`config.mk`:
```
export PLATFORM = sky130hd
export DESIGN_NAME = prio_decoder_2to4_stream
export DESIGN_NICKNAME = d
export VERILOG_FILES = /design/src/rtl/prio_dec_pkg.sv /design/src/rtl/prio_dec_buf2.sv /design/src/rtl/prio_decoder_2to4_stream.sv
export SDC_FILE = /design/constraint.sdc
export NUM_CORES = 1
export LEC_CHECK = 0
export CELL_PAD_IN_SITES_DETAIL_PLACEMENT = 1
export CELL_PAD_IN_SITES_GLOBAL_PLACEMENT = 1
export CORE_MARGIN = 1.5
export CORE_UTILIZATION = 40
export DETAILED_ROUTE_END_ITERATION = 7
export PLACE_DENSITY = 0.76
export RECOVER_POWER = 50
export SLEW_MARGIN = 20
export SYNTH_ARGS = -nofsm -noshare
export SYNTH_HDL_FRONTEND = slang
export SYNTH_SLANG_ARGS = --single-unit
```
`constraint.sdc`:
```
create_clock -name clk -period 2.19 [get_ports clk]
set_input_delay 0.438 -clock clk [delete_from_list [all_inputs] [get_ports clk]]
set_output_delay 0.438 -clock clk [all_outputs]
set_load 0.05 [all_outputs]
```
`src/rtl/prio_dec_pkg.sv`:
```
// Shared constants, occupancy state type and code-to-one-hot helper for the
// 2-to-4 decoder stream block.
package prio_dec_pkg;

    localparam int unsigned CODE_W   = 2;
    localparam int unsigned ONEHOT_W = 4;
    localparam int unsigned DEPTH    = 2;
    localparam int unsigned STAT_W   = 8;

    typedef enum logic [1:0] {
        EMPTY = 2'd0,
        ONE   = 2'd1,
        TWO   = 2'd2
    } occ_state_e;

    function automatic logic [ONEHOT_W-1:0] decode(input logic [CODE_W-1:0] code);
        decode = ONEHOT_W'(1) << code;
    endfunction

endpackage

```
`src/rtl/prio_dec_buf2.sv`:
```
// Two-entry in-order occupancy buffer with registered handshake flags and
// look-ahead head outputs so the consumer can register its own decode.
module prio_dec_buf2
    import prio_dec_pkg::*;
#(
    parameter int unsigned DEPTH = prio_dec_pkg::DEPTH
) (
    input  logic              clk,
    input  logic              rst_n,
    input  logic [CODE_W-1:0] push_code,
    input  logic              push_valid,
    output logic              push_ready,
    output logic              head_valid,
    input  logic              pop_ready,
    output logic [CODE_W-1:0] head_nxt_c,
    output logic              head_valid_nxt_c
);

    occ_state_e        state, state_nxt;
    logic [CODE_W-1:0] mem     [DEPTH];
    logic [CODE_W-1:0] mem_nxt [DEPTH];
    logic              push_c;
    logic              pop_c;

    assign push_c = push_valid && (state != TWO);
    assign pop_c  = pop_ready && (state != EMPTY);

    // State, storage and handshake flags; flags are loaded from the next state
    // so they always equal the decode of the current state.
    always_ff @(posedge clk or negedge rst_n) begin
        if (!rst_n) begin
            state      <= EMPTY;
            push_ready <= 1'b1;
            head_valid <= 1'b0;
            for (int i = 0; i < int'(DEPTH); i++) begin
                mem[i] <= '0;
            end
        end else begin
            state      <= state_nxt;
            push_ready <= (state_nxt != TWO);
            head_valid <= (state_nxt != EMPTY);
            mem        <= mem_nxt;
        end
    end

    // Occupancy transitions; entry 0 is always the head.
    always_comb begin
        state_nxt = state;
        mem_nxt   = mem;
        case (state)
            EMPTY: begin
                if (push_c) begin
                    state_nxt  = ONE;
                    mem_nxt[0] = push_code;
                end
            end
            ONE: begin
                if (push_c && pop_c) begin
                    mem_nxt[0] = push_code;
                end else if (push_c) begin
                    state_nxt  = TWO;
                    mem_nxt[1] = push_code;
                end else if (pop_c) begin
                    state_nxt = EMPTY;
                end
            end
            TWO: begin
                if (pop_c) begin
                    state_nxt  = ONE;
                    mem_nxt[0] = mem[1];
                end
            end
            default: state_nxt = EMPTY;
        endcase
    end

    assign head_nxt_c       = mem_nxt[0];
    assign head_valid_nxt_c = (state_nxt != EMPTY);

endmodule

```
`src/rtl/prio_decoder_2to4_stream.sv`:
```
// Buffered 2-to-4 one-hot decoder behind a valid/ready stream.
// Optional per-code delivery counters are compiled in with DEC_STATS_EN.
module prio_decoder_2to4_stream
    import prio_dec_pkg::*;
#(
    parameter int unsigned DEPTH = prio_dec_pkg::DEPTH
) (
    input  logic                clk,
    input  logic                rst_n,
    input  logic [CODE_W-1:0]   in_code,
    input  logic                in_valid,
    output logic                in_ready,
    output logic [ONEHOT_W-1:0] out_onehot,
    output logic                out_valid,
    input  logic                out_ready
`ifdef DEC_STATS_EN
    ,
    output logic [ONEHOT_W*STAT_W-1:0] stat_cnt
`endif
);

    logic [CODE_W-1:0] head_nxt_c;
    logic              head_valid_nxt_c;

    prio_dec_buf2 #(
        .DEPTH (DEPTH)
    ) u_buf (
        .clk              (clk),
        .rst_n            (rst_n),
        .push_code        (in_code),
        .push_valid       (in_valid),
        .push_ready       (in_ready),
        .head_valid       (out_valid),
        .pop_ready        (out_ready),
        .head_nxt_c       (head_nxt_c),
        .head_valid_nxt_c (head_valid_nxt_c)
    );

    // Registered decode of the upcoming head; all-zero when nothing is held.
    always_ff @(posedge clk or negedge rst_n) begin
        if (!rst_n) begin
            out_onehot <= '0;
        end else begin
            out_onehot <= head_valid_nxt_c ? decode(head_nxt_c) : '0;
        end
    end

`ifdef DEC_STATS_EN
    logic [STAT_W-1:0] cnt_q [ONEHOT_W];

    // The registered one-hot identifies the code leaving on each pop.
    always_ff @(posedge clk or negedge rst_n) begin
        if (!rst_n) begin
            for (int n = 0; n < int'(ONEHOT_W); n++) begin
                cnt_q[n] <= '0;
            end
        end else if (out_valid && out_ready) begin
            for (int n = 0; n < int'(ONEHOT_W); n++) begin
                if (out_onehot[n] && (cnt_q[n] != {STAT_W{1'b1}})) begin
                    cnt_q[n] <= cnt_q[n] + STAT_W'(1);
                end
            end
        end
    end

    for (genvar g = 0; g < int'(ONEHOT_W); g++) begin : g_stat
        assign stat_cnt[g*STAT_W +: STAT_W] = cnt_q[g];
    end
`endif

endmodule

```
**Word-level counts from Yosys, hierarchy flattened**

Index checks and enable logic that the tools add are counted.

- Bitwise gates (word level): 1
- Shifts and indexed selects: 1
- Mux-type cells: 11
- Eq/ne operators: 4
- Reductions and logical operators: 7

Operators with widths:

| cell | count |
|---|---|
| two-way mux 2 bit | 8 |
| one-hot mux 2 bit (3 select lines) | 2 |
| two-way mux 4 bit | 1 |
| != test 2 bit (second input constant) | 2 |
| nonzero test 2 bit | 2 |
| << shifter 1 x 2 -> 4 bit (first input constant) | 1 |
| logical AND 1 bit | 3 |
| AND reduction 3 bit | 1 |
| equality test 2 x 1 -> 1 bit (second input constant) | 1 |
| equality test 2 bit (second input constant) | 1 |
| logical NOT 2 bit | 1 |
| inverter 1 bit | 1 |

- Register bits after elaboration: 12
- Output and inout port bits: 6
- Logic and storage cells: 30
- Input port bits: 6

**Logic depth before layout (Yosys ltp)**

- Depth after elaboration: 8
- Depth in mapped cells: 5
- Gate-level depth less buffers: 4

**Hierarchy**

From an unflattened synthesis, not the netlist that was laid out.

- Cell total of the unflattened synthesis: 45
- Area total of the unflattened synthesis: 584.3 um^2

By module, submodules not included:

| module | times used | cells each | area an instance (um^2) | seq. area each (um^2) |
|---|---|---|---|---|
| prio_dec_buf2 | 1 | 37 | 446.7 | 201.4 |
| prio_decoder_2to4_stream | 1 | 8 | 137.6 | 100.1 |

**Worst setup path before layout**

No wires, ideal clock.

- Path kind: register to register
- Start point: reg u_buf.state[1]
- End point: reg u_buf.mem[0] (netlist name)
- Clock period less this slack: 1.243 ns
- Arrival: 1.115 ns
- Setup time: 0.127 ns
- Stages on the path, launching flop included: 5
- Path buffers: 1
- Slack: 0.947 ns
- Data required time: 2.063 ns
- Path through: dfrtp_1 -> buf_2 -> nor2b_1 -> and2_1 -> mux2_1

- Word-level cells in the longest chain between the ends: 5
- Elaborated cells between the ends (all ways): 8
- Those cells by class: 2 x eq/ne; 1 x bitwise; 5 x reduce/logical

RTL lines:

| item | RTL line | text |
|---|---|---|
| start, declared | prio_dec_buf2.sv:19 | `occ_state_e state, state_nxt;` |
| start signal, assigned | prio_dec_buf2.sv:39 | `state <= state_nxt;` |
| != test 2 bit / nonzero test 2 bit (equally long branches) | prio_dec_buf2.sv:25, prio_dec_buf2.sv:26 |  |
| logical AND 1 bit, on equally long branches | prio_dec_buf2.sv:25, prio_dec_buf2.sv:26 |  |
| logical AND 1 bit | prio_dec_buf2.sv:58 | `if (push_c && pop_c) begin` |
| inverter 1 bit (no source line) | -- |  |
| AND reduction 3 bit (no source line) (*) | -- |  |
| end signal, assigned | prio_dec_buf2.sv:42 | `mem <= mem_nxt;` |
| end, declared | prio_dec_buf2.sv:20 | `logic [CODE_W-1:0] mem [DEPTH];` |

Mark *: on every way between the ends. The rest lies on a longest branch, timed or not.
A chain may end at the register's enable or synchronous reset.

**Worst setup path in the final report**

- Start point: reg u_buf.push_ready
- End point: out in_ready

RTL lines:

| item | RTL line | text |
|---|---|---|
| start, declared | prio_dec_buf2.sv:12 | `output logic push_ready,` |
| start signal, assigned | prio_dec_buf2.sv:40 | `push_ready <= (state_nxt != TWO);` |
| end, declared | prio_decoder_2to4_stream.sv:12 | `output logic in_ready,` |

No word-level cell between the ends.

==> metrics.yaml <==
critical_path:
  worstPathCellList: "clkdlybuf4s50_1"
  r2r-end: "u_buf.mem[0]"
  cp_num_cells: 1
  critical_path.slowest_cell: "sky130_fd_sc_hd__clkdlybuf4s50_1"
  timing.rr.start: "u_buf.state[1]"
  end_kind: "output port"
  timing.critical_path.from: "u_buf.push_ready"
  r2r_cells: 3
  max_stage_delay_ps: 790
  path_delay_family: "buffers and inverters"
  bufs_and_invs_on_worst_path: 1
  critical_path_maximum_fanout: 1
  critical_path_required_ps: 1750
  rrSetupSlack_ps: 860
  critical_path.startpoint_type: "flop"
  critical_path_type: "flop to output port"
  cp_data_arrival_time_ps: 1570
finish:
  flow.area_growth_from_synthesis_pct: 25.6
  finalNetCount: 79
  antenna-diode-count: 0
  final.fill_count: 157
  final_cells: 88
  post_route_cells_drive_above_1_share_pct: 13.9
placement:
  finalWeightedCongestion: 0.771
  io_buffer_count: 11
  dp_cells: 84
  hpwlAfterDp_um: 989
min_path:
  worst_hold_path_type: "flop to flop"
  worstHoldEndpoint: "u_buf.mem[1]"
  timing.hold.worst.start: "u_buf.mem[1]"
  hold_depth: 1
power_and_ir_drop:
  max-vdd-ir-drop_v: 0.000531
  static-leakage-power_nw: 0.351
  power-per-cell-area_nw_per_um2: 1010
timing:
  worstMarginPinSlew_ps: 515
  finalSetupViolations: 0
  maxSlewHeadroom_pct: 65.5
  clock_skew_ps: 1.61
  final-max-slew-violation-count: 0
  grt_setup_unrepaired: "false"
  final.period_utilization_pct: 91.8
  setup-tns-final_ps: 0
  timing.final.crit_period_ps: 2010
  final_hold_viol_count: 0
  clock.fmax_mhz: 497
drt:
  drt_drc: 0
  vias: 468
  route.met2.wl_um: 618
  routed-wl-met3_um: 56
  viasPerCell: 5.32
  top_layer_used: "met4"
  routed_wirelength_um: 1240
  wl_per_cell_um: 14.1
  detail-route-antenna-nets: 0
  drt-initial-drc-count: 2
  m1WireLength_um: 564
  detailedRoute.firstPassIterationCount: 2
synth:
  yosys.cell_types.count: 23
  seq_area_frac_synth_pct: 47.8
  post_synth.cell_area_avg_sq_um: 10.9
  mappedNetlistArea_sq_um: 631
  synth_top_cell_area_share_pct: 43.7
  ys.flop_type: "sky130_fd_sc_hd__dfrtp_1"
  postSynth.asyncResetShare_pct: 100
  synth_top_cells_by_area: "sky130_fd_sc_hd__dfrtp_1 (44%), sky130_fd_sc_hd__mux2i_1 (13%), sky130_fd_sc_hd__nor2b_1 (6.0%)"
  edff_count_synth: 0
  postSynthRegisterBits: 12
  netlist_instances: 58
  synth-warning-count: 0
  yosysMostFrequentCell: "sky130_fd_sc_hd__dfrtp_1"
  synth.cells.most_frequent: "sky130_fd_sc_hd__dfrtp_1 (11), sky130_fd_sc_hd__mux2i_1 (8), sky130_fd_sc_hd__nor2b_1 (6), sky130_fd_sc_hd__nand2_1 (4), sky130_fd_sc_hd__o22ai_1 (4)"
  syn_nets: 64
  yosys.area.top_type: "sky130_fd_sc_hd__dfrtp_1"
clock_tree:
  numCtsBuffers: 3
  tritoncts_clock_tree: "yes"
  cts_num_sinks: 12
  cts_setup_buffers: 0
  postCtsResizedCells: 0
  ctsRootBufferMaster: "sky130_fd_sc_hd__clkbuf_4"
  clock_latency_reported_for_the_late_side_of_the_worst_skew_pair_ps: 270
  hold_buffers: 0
  clk_pin_slew_worst_paths_ps: 70
  cts.path.max_buffers: 2
  cts_max_level: 1
job:
  maxCapViolCount: 0
floorplan:
  die_width_um: 42.7
  floorplan.initialDensity_pct: 42.4
  core_area_sq_um: 1490
  floorplan.die.height_um: 42.7
  die_area_sq_um: 1820
  io-pin-count: 12
  num_rows: 14
grt:
  grtUsageTotal_pct: 16.3
  grt.overflow.total: 0
  grt_start_max_net_pins: 13
  grt_antenna_before_repair: 0
  first_global_vias: 486
  grt_pass1_wl_um: 2130
status:
  outcome: "complete, no violations"
[worst max-delay path by stage]
stage,end,slack [ps]
finish,in_ready,180
global route,in_ready,140
CTS,in_ready,160
detailed placement,u_buf.mem[0],270
global placement,out_onehot[0],300
floorplan,u_buf.mem[0],950
[per-stage QoR]
stage	hold slack, ps	instance area, sq um	total power, mW	util (%)	setup WS, ps
floorplan	142	631	0.542	-	947
global placement	504	756	0.634	50.8	297
detailed placement	510	756	0.643	50.8	269
CTS	528	792	0.818	53.2	164
global route	546	792	0.856	53.2	139
finish	519	792	0.803	53.2	179
[registers in the layout (all words and copies together), names as in the netlist]
signal	cells
out_onehot	4
u_buf.head_valid	1
u_buf.mem	4
u_buf.push_ready	1
u_buf.state	2
[layout make-up]
| cell class | count | area (sq um) | area share (%) |
|---|---|---|---|
| multi-input cells | 44 | 320 | 40.4 |
| clock buffers | 4 | 36.3 | 4.58 |
| flip-flops and latches | 12 | 302 | 38.1 |
| well taps | 16 | 20.0 | 2.53 |
| repair buffers | 11 | 110 | 13.9 |
| inverters | 1 | 3.75 | 0.474 |
[routing by layer]
metal	GRT usage, %	vias to the layer above
li1	-	233
met1	20.1	223
met2	26.7	10
met3	6.38	2
met4	3.75	0
met5	0	-
[where the power goes]
group,internal [mW],switching (mW),leakage (nW)
registers,0.278,0.0483,0.148
logic,0.132,0.174,0.182
clock network,0.101,0.0698,0.0210
total,0.511,0.292,0.351
[cells in the final DEF (no fill, tap or decap)]
master and instances:
sky130_fd_sc_hd__mux2_1 2, sky130_fd_sc_hd__clkbuf_8 1, sky130_fd_sc_hd__dlygate4sd3_1 3, sky130_fd_sc_hd__or2_0 1, sky130_fd_sc_hd__clkbuf_4 3, sky130_fd_sc_hd__clkinv_1 1
sky130_fd_sc_hd__a21oi_1 3, sky130_fd_sc_hd__nand2_1 4, sky130_fd_sc_hd__a41oi_1 1, sky130_fd_sc_hd__nor2b_1 6, sky130_fd_sc_hd__dfrtp_1 11, sky130_fd_sc_hd__o21bai_1 1
sky130_fd_sc_hd__o22ai_1 4, sky130_fd_sc_hd__mux2_2 1, sky130_fd_sc_hd__dfstp_2 1, sky130_fd_sc_hd__nand2b_2 1, sky130_fd_sc_hd__nand2b_1 3, sky130_fd_sc_hd__o22ai_2 1
sky130_fd_sc_hd__mux2_4 1, sky130_fd_sc_hd__and2_1 1, sky130_fd_sc_hd__nand2_2 1, sky130_fd_sc_hd__clkdlybuf4s50_1 8, sky130_fd_sc_hd__o21ai_1 1, sky130_fd_sc_hd__nor2_1 3
sky130_fd_sc_hd__mux2i_1 8, sky130_fd_sc_hd__a21o_1 1
[kinds of logic (layout without fill, tap and decap cells)]
kind of cell	after synthesis	in the layout	synth area share, %
buffers and inverters	2	16	1.39
multiplexers	12	12	20.4
AND/OR/NAND/NOR	20	20	17.5
AO/OA/AOI/OAI	12	12	12.9
flip-flops	12	12	47.8
Power figures use the tool's default switching activity.
==> patch: new RTL, config.mk and constraints unchanged <==
Build with the macro `DEC_STATS_EN` defined.
--- a/src/rtl/prio_decoder_2to4_stream.sv
+++ b/src/rtl/prio_decoder_2to4_stream.sv
@@ -1,5 +1,7 @@
 // Buffered 2-to-4 one-hot decoder behind a valid/ready stream.
 // Optional per-code delivery counters are compiled in with DEC_STATS_EN.
+`define DEC_STATS_EN
+
 module prio_decoder_2to4_stream
     import prio_dec_pkg::*;
 #(
Formal check against the unedited RTL (old outputs only; new: stat_cnt): equivalent (equiv_simple and equiv_induct, registers matched by name and starting in step).
==> patch against the original RTL <==
Synthesized area grew to 3.5 times the old value; cell count grew to 3.8 times the old value; clock power grew to 3.0 times the old value; final area grew to 3.5 times the old value; first-iteration DRC count grew to 31 times the old value; count of clock-buffer cells in the layout grew 2; routed wire length grew to 3.9 times the old value; critical path depth grew 5; non-clock buffer count grew 35; power grew to 3.7 times the old value; clock skew grew 4.1 ps; setup slack lost 53 ps; sequential cell count grew 32; combinational power grew to 4.1 times the old value; critical path type is now in2reg.
==> patch: results (changes against the original RTL) <==
* Final #Nets at 270 (+240%)
* Post-Layout Cell Count at 333 (+280%)
* Origin of the critical flop-to-flop path: stat_cnt[16]
* Total CTS buffers at 5 (+2)
* Combinational power share at 41.7% (+3.6 points)
* Setup WS pre-CTS at 62.2 ps (-206 ps)
* Seq. pwr at 1.21 mW (+270%)
* Initial DRC count at 62 (+60)
* Drt pass-1 iters at 4 (+2)
* R2R setup slack at 470 ps (-390 ps)
* Crit. Startpoint: out_ready
* Post-CTS Setup Bufs at 0 (unchanged)
* Vias in the first global route at 1778 (+270%)
* Worst-Skew Late Latency at 290 ps (+20 ps)
* Primary FF master, synth: dfrtp_1
* Max VDD drop at 0.698 mV (+32%)
* Initial antenna violation count at 0 (unchanged)
* Dpl cell area at 0.00274 sq mm (+260%)
* Detailed Route WL at 4840 um (+290%)
* Clock root buffer master: clkbuf_8
* Metal3 WL at 252 um (+350%)
* Worst-Margin Slew at 1070 ps (+558 ps)
* Synth cell count leaders: 43 x dfrtp_1, 21 x nand2_1, 13 x mux2_2, 13 x nand3_1, 11 x nor2_1
* Yosys cell types at 46 (+100%)
* Critical path fanouts, max at 10 (+9)
* Gp weighted congestion at 0.833 (+7.9%)
* Setup ws final at 126 ps (-52.9 ps)
* FF-to-FF End: stat_cnt[17]
* Placed Instances at 325 (+290%)
* Worst Skew at 5.73 ps (+4.12 ps)
* Met2 WL at 2240 um (+260%)
* Via Count at 1746 (+270%)
* PortBufs at 43 (+32)
* First-pass GRT wire length at 8460 um (+300%)
* Avg Cell Area, Syn at 10.5 sq um (-3.1%)
* M3 GR Usage at 5.06% (-1.3 points)
* Register area share after synthesis at 49.4% (+1.5 points)
* WHS at 408 ps (-110 ps)
* Hold Path Class: in2async
* Number of fill cells at 611 (+290%)
* M1 WL at 2290 um (+310%)
* GR Util met2 at 28.2% (+1.5 points)
* Grt met1 use at 22.9% (+2.8 points)
* Share of layout cells above drive strength 1 at 12.6% (-1.2 points)
* Syn_nets at 222 (+250%)
* Reg2Reg Depth at 5 (+2)
* Status: finished, final reports clean
* Final Power at 2.97 mW (+270%)
* DP Wirelength at 3610 um (+260%)
* Largest net degree at the start of global routing at 45 (+32)
* Worst path max stage delay at 520 ps (-270 ps)
* H-tree depth at 2 (+1)
* Lkg Pwr at 1.19 nW (+240%)
[patch: cell types whose count changed in the layout (fill, tap and decap cells not counted), moves of 10 or more]
cell             delta
nand3_1            +13
nand2_1            +17
clkdlybuf4s50_1    +33
mux2_2             +12
xnor2_1            +10
dfrtp_1            +32
[patch: cells by family after synthesis]
group                    share of synthesized area (%)
adder cells (fa/ha/maj)                           2.24
flip-flops                                        49.4
multiplexers                                      8.85
XOR/XNOR                                          5.10
buffers and inverters                             2.30
AND/OR/NAND/NOR                                   21.4
AO/OA/AOI/OAI                                     10.8
[patch: cell type report]
class | instances | area (sq um) | share of cell area [%]
Sequential cell | 44 | 1100 | 39.3
Multi-Input combinational cell | 159 | 1070 | 38.0
Clock inverter | 2 | 10.0 | 0.357
Clock buffer | 6 | 82.6 | 2.95
Inverter | 4 | 15.0 | 0.535
Tap cell | 72 | 90.1 | 3.21
Timing Repair Buffer | 46 | 438 | 15.6
